$ cat src/rtl/ls_queue.sv
// ls_queue: in-order-allocated load/store queue between issue logic and the data-memory port.
// Define LSQ_FWD_EN to let a load take its data directly from a matching older store.

package ls_queue_pkg;
    typedef logic [31:0] word32_t;
    typedef logic [4:0]  rs_tag_t;

    typedef struct packed {
        rs_tag_t tag;
        word32_t val;
    } cdb_t;

    localparam rs_tag_t NO_VAL    = 5'd0;
    localparam int      LS_RS_LEN = 8;
    // Reservation-station tags owned by the queue; slot i always broadcasts as entry [i].
    localparam rs_tag_t [LS_RS_LEN-1:0] LS_RS_STATION = {
        5'd23, 5'd22, 5'd21, 5'd20, 5'd19, 5'd18, 5'd17, 5'd16
    };
endpackage

module ls_queue
    import ls_queue_pkg::*;
#(
    parameter int DEPTH_POW2 = 3
) (
    input  logic    clk_i,
    input  logic    reset_ni,
    input  logic    write_i,
    input  logic    load_i,
    input  rs_tag_t addr_tag_i,
    input  word32_t addr_i,
    input  word32_t offset_i,
    input  rs_tag_t data_st_tag_i,
    input  word32_t data_st_i,
    input  cdb_t    cdb_i,
    output cdb_t    cdb_term_o,
    output logic    full_o,
    output rs_tag_t tag_alloc_o,
    input  word32_t dmem_rd_data_i,
    input  logic    dmem_done_i,
    output logic    dmem_read_o,
    output logic    dmem_write_o,
    output word32_t dmem_addr_o,
    output word32_t dmem_data_o
);
    localparam int DEPTH = 2 ** DEPTH_POW2;

    typedef logic [DEPTH_POW2-1:0] ptr_t;
    typedef logic [DEPTH_POW2:0]   cnt_t;

    typedef struct packed {
        logic    valid;
        logic    load;
        rs_tag_t addr_tag;
        word32_t addr;
        word32_t offset;
        rs_tag_t data_st_tag;
        word32_t data_st;
        logic    issued;
        logic    done;
    } entry_t;

    typedef enum logic [1:0] {PORT_IDLE, PORT_READ, PORT_WRITE} port_e;

    entry_t  entries_q [DEPTH];
    entry_t  entries_d [DEPTH];
    word32_t eff [DEPTH];
    ptr_t    head_q, head_d, tail_q, tail_d;
    cnt_t    count_q, count_d;
    port_e   port_q, port_d;
    ptr_t    req_idx_q, req_idx_d;
    word32_t req_addr_q, req_addr_d, req_data_q, req_data_d;
    cdb_t    term_q, term_d;

    logic    sel_found, ld_ok, blocked, match, alloc, retire;
    ptr_t    sel_idx, idx, jdx;
`ifdef LSQ_FWD_EN
    logic    mem_bcast_q, mem_bcast_d, sel_fwd, match_ready;
    word32_t match_data, fwd_data;
`endif

    assign full_o       = (count_q == cnt_t'(DEPTH));
    assign tag_alloc_o  = LS_RS_STATION[tail_q];
    assign cdb_term_o   = term_q;
    assign dmem_read_o  = (port_q == PORT_READ);
    assign dmem_write_o = (port_q == PORT_WRITE);
    assign dmem_addr_o  = req_addr_q;
    assign dmem_data_o  = req_data_q;

    always_comb begin
        for (int i = 0; i < DEPTH; i++) eff[i] = entries_q[i].addr + entries_q[i].offset;
    end

    always_comb begin
        entries_d  = entries_q;
        head_d     = head_q;
        tail_d     = tail_q;
        count_d    = count_q;
        port_d     = port_q;
        req_idx_d  = req_idx_q;
        req_addr_d = req_addr_q;
        req_data_d = req_data_q;
        term_d     = '{tag: NO_VAL, val: '0};
        sel_found  = 1'b0;
        sel_idx    = '0;
        idx        = '0;
        jdx        = '0;
        ld_ok      = 1'b0;
        blocked    = 1'b0;
        match      = 1'b0;
`ifdef LSQ_FWD_EN
        mem_bcast_d = 1'b0;
        sel_fwd     = 1'b0;
        match_ready = 1'b0;
        match_data  = '0;
        fwd_data    = '0;
`endif
        alloc  = write_i && !full_o;
        retire = entries_q[head_q].valid && entries_q[head_q].done;

        for (int i = 0; i < DEPTH; i++) begin
            if (cdb_i.tag != NO_VAL && entries_q[i].addr_tag == cdb_i.tag) begin
                entries_d[i].addr     = cdb_i.val;
                entries_d[i].addr_tag = NO_VAL;
            end
            if (cdb_i.tag != NO_VAL && entries_q[i].data_st_tag == cdb_i.tag) begin
                entries_d[i].data_st     = cdb_i.val;
                entries_d[i].data_st_tag = NO_VAL;
            end
        end

        if (port_q != PORT_IDLE && dmem_done_i) begin
            entries_d[req_idx_q].done = 1'b1;
            if (port_q == PORT_READ) begin
                term_d = '{tag: LS_RS_STATION[req_idx_q], val: dmem_rd_data_i};
`ifdef LSQ_FWD_EN
                mem_bcast_d = 1'b1;
`endif
            end
            port_d     = PORT_IDLE;
            req_addr_d = '0;
            req_data_d = '0;
        end

        // Head store wins; otherwise scan from the head for the oldest load clear of older stores.
        if (port_q == PORT_IDLE) begin
            if (entries_q[head_q].valid && !entries_q[head_q].load && !entries_q[head_q].issued &&
                entries_q[head_q].addr_tag == NO_VAL && entries_q[head_q].data_st_tag == NO_VAL) begin
                sel_found = 1'b1;
                sel_idx   = head_q;
            end else begin
                for (int k = 0; k < DEPTH; k++) begin
                    idx     = ptr_t'(head_q + k);
                    ld_ok   = entries_q[idx].valid && entries_q[idx].load &&
                              !entries_q[idx].issued && entries_q[idx].addr_tag == NO_VAL;
                    blocked = 1'b0;
                    match   = 1'b0;
`ifdef LSQ_FWD_EN
                    match_ready = 1'b0;
                    match_data  = '0;
`endif
                    for (int j = 0; j < k; j++) begin
                        jdx = ptr_t'(head_q + j);
                        if (entries_q[jdx].valid && !entries_q[jdx].load) begin
                            if (entries_q[jdx].addr_tag != NO_VAL) begin
                                blocked = 1'b1;
                            end else if (eff[jdx] == eff[idx]) begin
                                match = 1'b1;
`ifdef LSQ_FWD_EN
                                match_ready = (entries_q[jdx].data_st_tag == NO_VAL);
                                match_data  = entries_q[jdx].data_st;
`endif
                            end
                        end
                    end
                    if (!sel_found && ld_ok && !blocked) begin
                        if (!match) begin
                            sel_found = 1'b1;
                            sel_idx   = idx;
                        end
`ifdef LSQ_FWD_EN
                        else if (match_ready && !mem_bcast_q) begin
                            sel_found = 1'b1;
                            sel_idx   = idx;
                            sel_fwd   = 1'b1;
                            fwd_data  = match_data;
                        end
`endif
                    end
                end
            end
        end

        if (sel_found) begin
            entries_d[sel_idx].issued = 1'b1;
`ifdef LSQ_FWD_EN
            if (sel_fwd) begin
                entries_d[sel_idx].done = 1'b1;
                term_d = '{tag: LS_RS_STATION[sel_idx], val: fwd_data};
            end else
`endif
            begin
                port_d     = entries_q[sel_idx].load ? PORT_READ : PORT_WRITE;
                req_idx_d  = sel_idx;
                req_addr_d = eff[sel_idx];
                req_data_d = entries_q[sel_idx].load ? '0 : entries_q[sel_idx].data_st;
            end
        end

        if (retire) begin
            entries_d[head_q] = '0;
            head_d            = head_q + ptr_t'(1);
        end

        // A producer finishing in the allocation cycle is captured straight from the CDB.
        if (alloc) begin
            entries_d[tail_q].valid       = 1'b1;
            entries_d[tail_q].load        = load_i;
            entries_d[tail_q].offset      = offset_i;
            entries_d[tail_q].issued      = 1'b0;
            entries_d[tail_q].done        = 1'b0;
            entries_d[tail_q].addr_tag    = addr_tag_i;
            entries_d[tail_q].addr        = addr_i;
            entries_d[tail_q].data_st_tag = data_st_tag_i;
            entries_d[tail_q].data_st     = data_st_i;
            if (cdb_i.tag != NO_VAL && addr_tag_i == cdb_i.tag) begin
                entries_d[tail_q].addr_tag = NO_VAL;
                entries_d[tail_q].addr     = cdb_i.val;
            end
            if (cdb_i.tag != NO_VAL && data_st_tag_i == cdb_i.tag) begin
                entries_d[tail_q].data_st_tag = NO_VAL;
                entries_d[tail_q].data_st     = cdb_i.val;
            end
            tail_d = tail_q + ptr_t'(1);
        end

        case ({alloc, retire})
            2'b10:   count_d = count_q + cnt_t'(1);
            2'b01:   count_d = count_q - cnt_t'(1);
            default: count_d = count_q;
        endcase
    end

    always_ff @(posedge clk_i or negedge reset_ni) begin
        if (!reset_ni) begin
            for (int i = 0; i < DEPTH; i++) entries_q[i] <= '0;
            head_q     <= '0;
            tail_q     <= '0;
            count_q    <= '0;
            port_q     <= PORT_IDLE;
            req_idx_q  <= '0;
            req_addr_q <= '0;
            req_data_q <= '0;
            term_q     <= '{tag: NO_VAL, val: '0};
`ifdef LSQ_FWD_EN
            mem_bcast_q <= 1'b0;
`endif
        end else begin
            entries_q  <= entries_d;
            head_q     <= head_d;
            tail_q     <= tail_d;
            count_q    <= count_d;
            port_q     <= port_d;
            req_idx_q  <= req_idx_d;
            req_addr_q <= req_addr_d;
            req_data_q <= req_data_d;
            term_q     <= term_d;
`ifdef LSQ_FWD_EN
            mem_bcast_q <= mem_bcast_d;
`endif
        end
    end
endmodule

$ cat config.mk
export PLATFORM = sky130hd
export DESIGN_NAME = ls_queue
export DESIGN_NICKNAME = d
export VERILOG_FILES = /design/src/rtl/ls_queue.sv
export SDC_FILE = /design/constraint.sdc
export NUM_CORES = 2
export LEC_CHECK = 0
export CORE_MARGIN = 10
export CORE_UTILIZATION = 35
export DETAILED_ROUTE_END_ITERATION = 6
export PLACE_DENSITY = 0.47
export REMOVE_ABC_BUFFERS = 1
export SLEW_MARGIN = 20
export SYNTH_ARGS = -nofsm -noshare
export SYNTH_HDL_FRONTEND = slang
export SYNTH_SLANG_ARGS = --single-unit
$ cat constraint.sdc
create_clock -name clk_i -period 24.6 [get_ports clk_i]
set_input_delay 3.69 -clock clk_i [delete_from_list [all_inputs] [get_ports clk_i]]
set_output_delay 3.69 -clock clk_i [all_outputs]
set_load 0.005 [all_outputs]
### Word-level counts from Yosys, hierarchy flattened

Memory sizes are Yosys's and may differ from the RTL's.
Index checks and enable logic that the tools add are counted.

| word-level totals | value |
|---|---|
| register bits | 996 |
| memory bits (read-only) | 80 |
| bits of input ports | 180 |
| output and inout port bits | 109 |
| logic and storage cells | 641 |
| memories | 2 |

Memory list:

| name | words | bits a word | read ports | clocked after Yosys merged registers in | write ports | RTL line | text |
|---|---|---|---|---|---|---|---|
| (name not given) | 8 | 5 | 1 | 0 | 0 | 135 | `term_d = '{tag: LS_RS_STATION[req_idx_q], val: dmem_rd_data_i};` |
| (name not given) | 8 | 5 | 1 | 0 | 0 | 83 | `assign tag_alloc_o = LS_RS_STATION[tail_q];` |

| cells by class | value |
|---|---|
| add/sub/neg operators | 19 |
| order comparisons | 17 |
| equality and inequality tests | 51 |
| muxes and demuxes | 334 |
| bitwise logic cells | 13 |
| reduce and logical (&&, ||, !) cells | 124 |

Operator list:

| operator | number |
|---|---|
| 880-bit bitwise mux | 15 |
| 880-bit 2-to-1 mux | 7 |
| 110-bit demux with 3-bit select | 12 |
| 110-bit binary-select mux with 3-bit select | 9 |
| 110-bit 2-to-1 mux | 18 |
| 32-bit equality test | 28 |
| 880-bit bitwise AND | 1 |
| 880-bit NOT | 1 |
| 32-bit binary-select mux with 3-bit select | 9 |
| 32-bit 2-to-1 mux | 22 |
| 37-bit 2-to-1 mux | 18 |
| 109-bit 2-to-1 mux | 3 |
| 32-bit adder | 8 |
| 1-bit 2-to-1 mux | 189 |
| 108-bit 2-to-1 mux | 1 |
| 103-bit 2-to-1 mux | 1 |
| 5-bit equality test | 18 |
| 1-bit logical AND | 73 |
| 71-bit 2-to-1 mux | 1 |
| 3-bit 2-to-1 mux | 19 |
| 5-bit zero test | 9 |
| 4-bit >= comparator, second input constant | 11 |
| 3-bit NOT with 4-bit output | 11 |
| 5-bit nonzero test | 8 |
| 18 further kinds | 66 |

### Logic depth before layout (Yosys ltp)

| logic depth | value |
|---|---|
| depth after elaboration | 79 |
| mapped depth | 43 |
| depth with buffers taken out | 24 |

### Least setup slack after synthesis

Ideal clock, no wire load.

| timing | value |
|---|---|
| path type | flip-flop to flip-flop |
| start | register head_q[2] |
| end | register req_addr_q[1], in the netlist dmem_addr_o[1] |
| library setup time | 0.119 ns |
| arrival | 8.879 ns |
| data required time | 24.481 ns |
| setup slack | 15.603 ns |
| cell stages (with the launch flop) | 38 |
| buffers on the path | 19 |
| clock period less this slack | 8.997 ns |
| cells stage by stage | dfrtp_1 > buf_2 > inv_1 > buf_2 > buf_2 > buf_1 > clkbuf_1 > clkbuf_1 > buf_1 > buf_2 > clkbuf_1 > clkbuf_1 > ha_1 > clkinv_1 > buf_2 > buf_2 > clkbuf_1 > buf_2 > [... 2 more ...] > o221ai_1 > xnor2_1 > nand3_1 > a2111oi_0 > nand4_1 > a2111oi_0 > nor2_1 > a211oi_2 > nor4b_2 > a211oi_2 > nand2_4 > buf_8 > buf_12 > buf_6 > mux2i_1 > mux2_2 > o21ai_1 > nand2_1 |

| between the ends | value |
|---|---|
| longest elaborated chain between the ends | 57 |
| elaborated cells on any way between the ends | 396 |
| classes of those cells | add/sub (7); eq/ne (28); mux (258); bitwise (9); reduce/logical (94) |

RTL lines:

| element | RTL line | text |
|---|---|---|
| start, declared | 68 | `ptr_t head_q, head_d, tail_q, tail_d;` |
| start signal, assigned | 247 | `head_q <= '0;` |
| start signal, assigned | 260 | `head_q <= head_d;` |
| parallel branches: the longest is 57 deep, another holds 3-bit by 1-bit adder with 3-bit output | n/a |  |
| end signal, assigned | 265 | `req_addr_q <= req_addr_d;` |
| end, declared | 72 | `word32_t req_addr_q, req_addr_d, req_data_q, req_data_d;` |

Several ways; the timed one is not identified. The select of a mux whose other input is x is not followed.
A chain may end at the register's enable or synchronous reset.

### Final worst setup path

| timing | value |
|---|---|
| start | register head_q[0] |
| end | register req_data_q[24], in the netlist dmem_data_o[24] |

| between the ends | value |
|---|---|
| longest elaborated chain between the ends | 58 |
| elaborated cells on any way between the ends | 397 |
| classes of those cells | add/sub (7); eq/ne (28); mux (259); bitwise (9); reduce/logical (94) |

RTL lines:

| element | RTL line | text |
|---|---|---|
| parallel branches: the longest is 58 deep, another holds 3-bit by 1-bit adder with 3-bit output | n/a |  |
| end signal, assigned | 266 | `req_data_q <= req_data_d;` |
| end, declared | 72 |  |

Several ways; the timed one is not identified. The select of a mux whose other input is x is not followed.

==> results.yml <==
layout:
  multi_input_comb_area_mm2: 0.0723
  filler_cell_count: 28692
  areaGrowthSynthToFinish_pct: 14.1
  final_net_count: 12173
  layout_cell_share_with_drive_strength_beyond_1_pct: 12.2
  final-seq-area_mm2: 0.0249
global_route:
  via_count_of_the_first_global_routing_pass: 107641
  groute.layer.met1.usage_pct: 55.2
  grt_most_used_layer: "met2"
  grt_pass1_wl_mm: 1010
  met3_usage_pct: 21.1
  number_of_antenna_violations_at_the_first_check_in_global_routing: 65
  maximum_number_of_pins_on_one_net_before_global_route_repair: 146
  globalRouteOverflowTotal: 0
  grt_use_total_pct: 47.6
  grt_use_met2_pct: 68.7
setup_path:
  worstPathBufferInverterCount: 8
  timing.critical_path.mode_cell: "buf_4"
  timing.critical_path.required_ps: 25270
  critical_path.slowest_cell: "dfrtp_4"
  crit_arrival_ps: 13530
  criticalPathCategory: "reg -> reg"
  critPathTopFamily: "simple AND/OR/NAND/NOR gates"
  worst_setup_path_startpoint: "head_q[0]"
  crit-reg2reg-launch: "head_q[0]"
  critPathMaxFanout: 55
  timing.critical_path.from_type: "flip-flop"
  crit_path_end_kind: "flip-flop"
  cpPeakStageDelay_ps: 1030
floorplan:
  die-area_mm2: 0.307
  boundaryPins: 289
  design.core.area_mm2: 0.285
  die_x_um: 554
  initial_utilization_pct: 35.1
  die-height_um: 554
  floorplan.rows: 196
yosys:
  yosysUniqueCellTypes: 137
  post_synthesis_cell_count: 11676
  yosysSeqAreaShare_pct: 24.9
  ys_dominant_reg_cell: "dfrtp_1"
  synth.cell_area_mm2: 0.0999
  synth_async_sr_flop_share_pct: 100
  synthesis.area_per_instance_um2: 8.56
  number_of_synthesized_register_bits: 995
  synth_edf_count: 0
  yosys_warnings: 0
sta:
  rsz_0062_raised_after_global_routing: "false"
  maxSlewHeadroom_pct: 2.85
  setup-tns-final_ps: 0
  worst_margin_slew_ps: 1460
  finalCritPeriodShare_pct: 52.3
  post-route-min-period_ps: 12860
  final-max-slew-violation-count: 0
  max_clock_freq_mhz: 77.7
  finalHoldWorstSlack_ps: 469
  report.final.hold_viol_count: 0
  final-setup-viol-count: 0
  final.setup_skew_ps: 70.2
clocking:
  clk_transition_reported_paths_ps: 70
  cts.sinks: 995
  numCtsBuffers: 111
  cts.repair.resized: 0
  insertion_delay_of_the_later_clocked_pin_in_the_worst_skew_pair_ps: 780
  post_cts.repair.setup_buffers: 0
  cts_tree: "built"
  root_buffer: "clkbuf_16"
  cts-htree-levels: 3
  cts_hold_buf: 0
  clk_buf_depth: 3
place:
  gpl.final_weighted_congestion: 1.22
  dp_hpwl_mm: 601
  buffer_ports.inserted: 285
drt:
  drt.antenna.violating_nets: 0
  vias_post_dr: 116698
  route.detailed.vias_per_inst: 7.46
  routed_wirelength_mm: 774
  firstDrtPassIters: 7
  avgRoutedWirePerCell_um: 49.5
  detailedRoute.firstIterationViolations: 19784
  drt_drc_violations_left: 53
hold_path:
  holdCritStartpoint: "count_q[3]"
  min_path_type: "reg -> reg"
run:
  cap_violations: 0
run_status:
  outcome: "finished, violations left"
  violations_in_the_final_reports: "design-rule violations"
registers in the layout, summed over array words and instances (netlist names), 3 cells and up:
register / count
dmem_addr_o: 32
cdb_term_o: 36
count_q: 4
dmem_data_o: 32
tail_q: 3
entries_q: 880
head_q: 3
req_idx_q: 3
final cells by class:
class / instances / share of cell area (%)
Clock buffer: 156 / 2.81
Inverter: 108 / 0.369
Tap cell: 3762 / 4.13
Multi-Input combinational cell: 9624 / 63.4
Clock inverter: 50 / 0.650
Timing Repair Buffer: 886 / 6.63
Sequential cell: 995 / 21.9
Antenna cell: 52 / 0.114
final timing paths:
| path | end | slack, ps | cells past startpoint |
|---|---|---|---|
| min in group asynchronous | entries_q[774] | 2890 | 1 |
| max in group asynchronous | entries_q[318] | 16730 | 6 |
| hold reg to reg | count_q[3] | 470 | 1 |
| hold / removal | count_q[3] | 470 | 1 |
| setup / recovery | dmem_data_o[24] | 11740 | 27 |
| setup reg to reg | dmem_data_o[24] | 11740 | 27 |
cell usage after synthesis (all sizes together) (31+ instances only):
cell     instances  area (um2)
o211a           31         310
o221ai          57         512
o211ai         144        1100
a21o           116         871
nand4          268        1690
nor2           745        2810
o31ai           37         297
and2           113         707
and4            64         561
o32ai           33         319
a221o           32         320
dfrtp          995       24900
xor2           454        3980
mux2i         1141       11400
o2111ai         59         529
nor3           276        1420
buf            403        2070
and3           106         663
nand2b          79         494
xnor2          679        5950
or3             79         494
a221oi          86         841
nor2b           49         307
o21ai          557        2810
nand3          245        1240
a22o           365        3200
a2111oi         74         797
a211o           46         403
nor4           183        1280
ha             258        3230
a211oi         146        1210
mux2            60         679
o22ai          623        3900
clkbuf         547        2060
nand2          858        3230
inv            105         394
a31oi           56         350
mux4           132        2970
or2             44         278
or4             59         443
a21boi          42         315
a21oi          604        3060
a22oi          134        1020
o21a            87         654
cells by family after synthesis:
group	share of synthesized area, %
buffers and inverters	4.53
multiplexers	15.1
other	0.00752
AO/OA/AOI/OAI	25.3
AND/OR/NAND/NOR	16.8
adder cells (fa/ha/maj)	3.41
flip-flops	24.9
XOR/XNOR	9.93
cell usage in the layout, fill, tap and decap left out, types with 64 or more instances in the layout:
| cell type | n |
|---|---|
| nor2_1 | 720 |
| mux4_2 | 132 |
| a221oi_1 | 67 |
| and2_1 | 107 |
| clkdlybuf4s50_1 | 283 |
| nand3_1 | 240 |
| a211oi_1 | 111 |
| xnor2_1 | 670 |
| o211ai_1 | 141 |
| dfrtp_1 | 992 |
| o21a_1 | 86 |
| nand4_1 | 266 |
| nor4_1 | 124 |
| o21ai_1 | 153 |
| o22ai_1 | 619 |
| and4_1 | 64 |
| nand2_1 | 837 |
| clkbuf_16 | 112 |
| ha_1 | 255 |
| mux2i_1 | 1105 |
| a21o_1 | 116 |
| a22o_1 | 365 |
| xor2_1 | 449 |
| a21oi_1 | 580 |
| o21ai_0 | 397 |
| nor3_1 | 255 |
| inv_1 | 98 |
| buf_4 | 574 |
| nand2b_1 | 79 |
| and3_1 | 105 |
| a22oi_1 | 132 |
| or3_1 | 77 |
worst register-to-register path, delay by kind of cell (launching register included):
| kind | cells | cell delay, ps |
|---|---|---|
| AND/OR/NAND/NOR | 11 | 5300 |
| adder cells (fa/ha/maj) | 1 | 800 |
| flip-flops | 1 | 1030 |
| AO/OA/AOI/OAI | 6 | 1630 |
| XOR/XNOR | 1 | 140 |
| buffers and inverters | 8 | 3870 |
per-stage QoR:
stage / area (um2) / std cells / setup WS [ps] / util, %
after floorplan: 95800 / 10727 / 841 / -
after global placement: 109000 / 15349 / 10750 / 38.4
after detailed placement: 110000 / 15361 / 12670 / 38.5
after CTS: 113000 / 15567 / 12610 / 39.8
after global routing: 114000 / 15587 / 12160 / 40.0
final: 114000 / 15633 / 11740 / 40.0
routing by layer:
metal | wire [um] | vias up | share of wire, %
li1 | - | 44854 | -
met1 | 276000 | 58696 | 36
met2 | 313000 | 10066 | 40
met3 | 106000 | 3050 | 14
met4 | 78400 | 32 | 10
met5 | 793 | - | 0.10
Power is not shown: default switching activity piles up to over one toggle a cycle in this logic, so the estimate is an artifact.
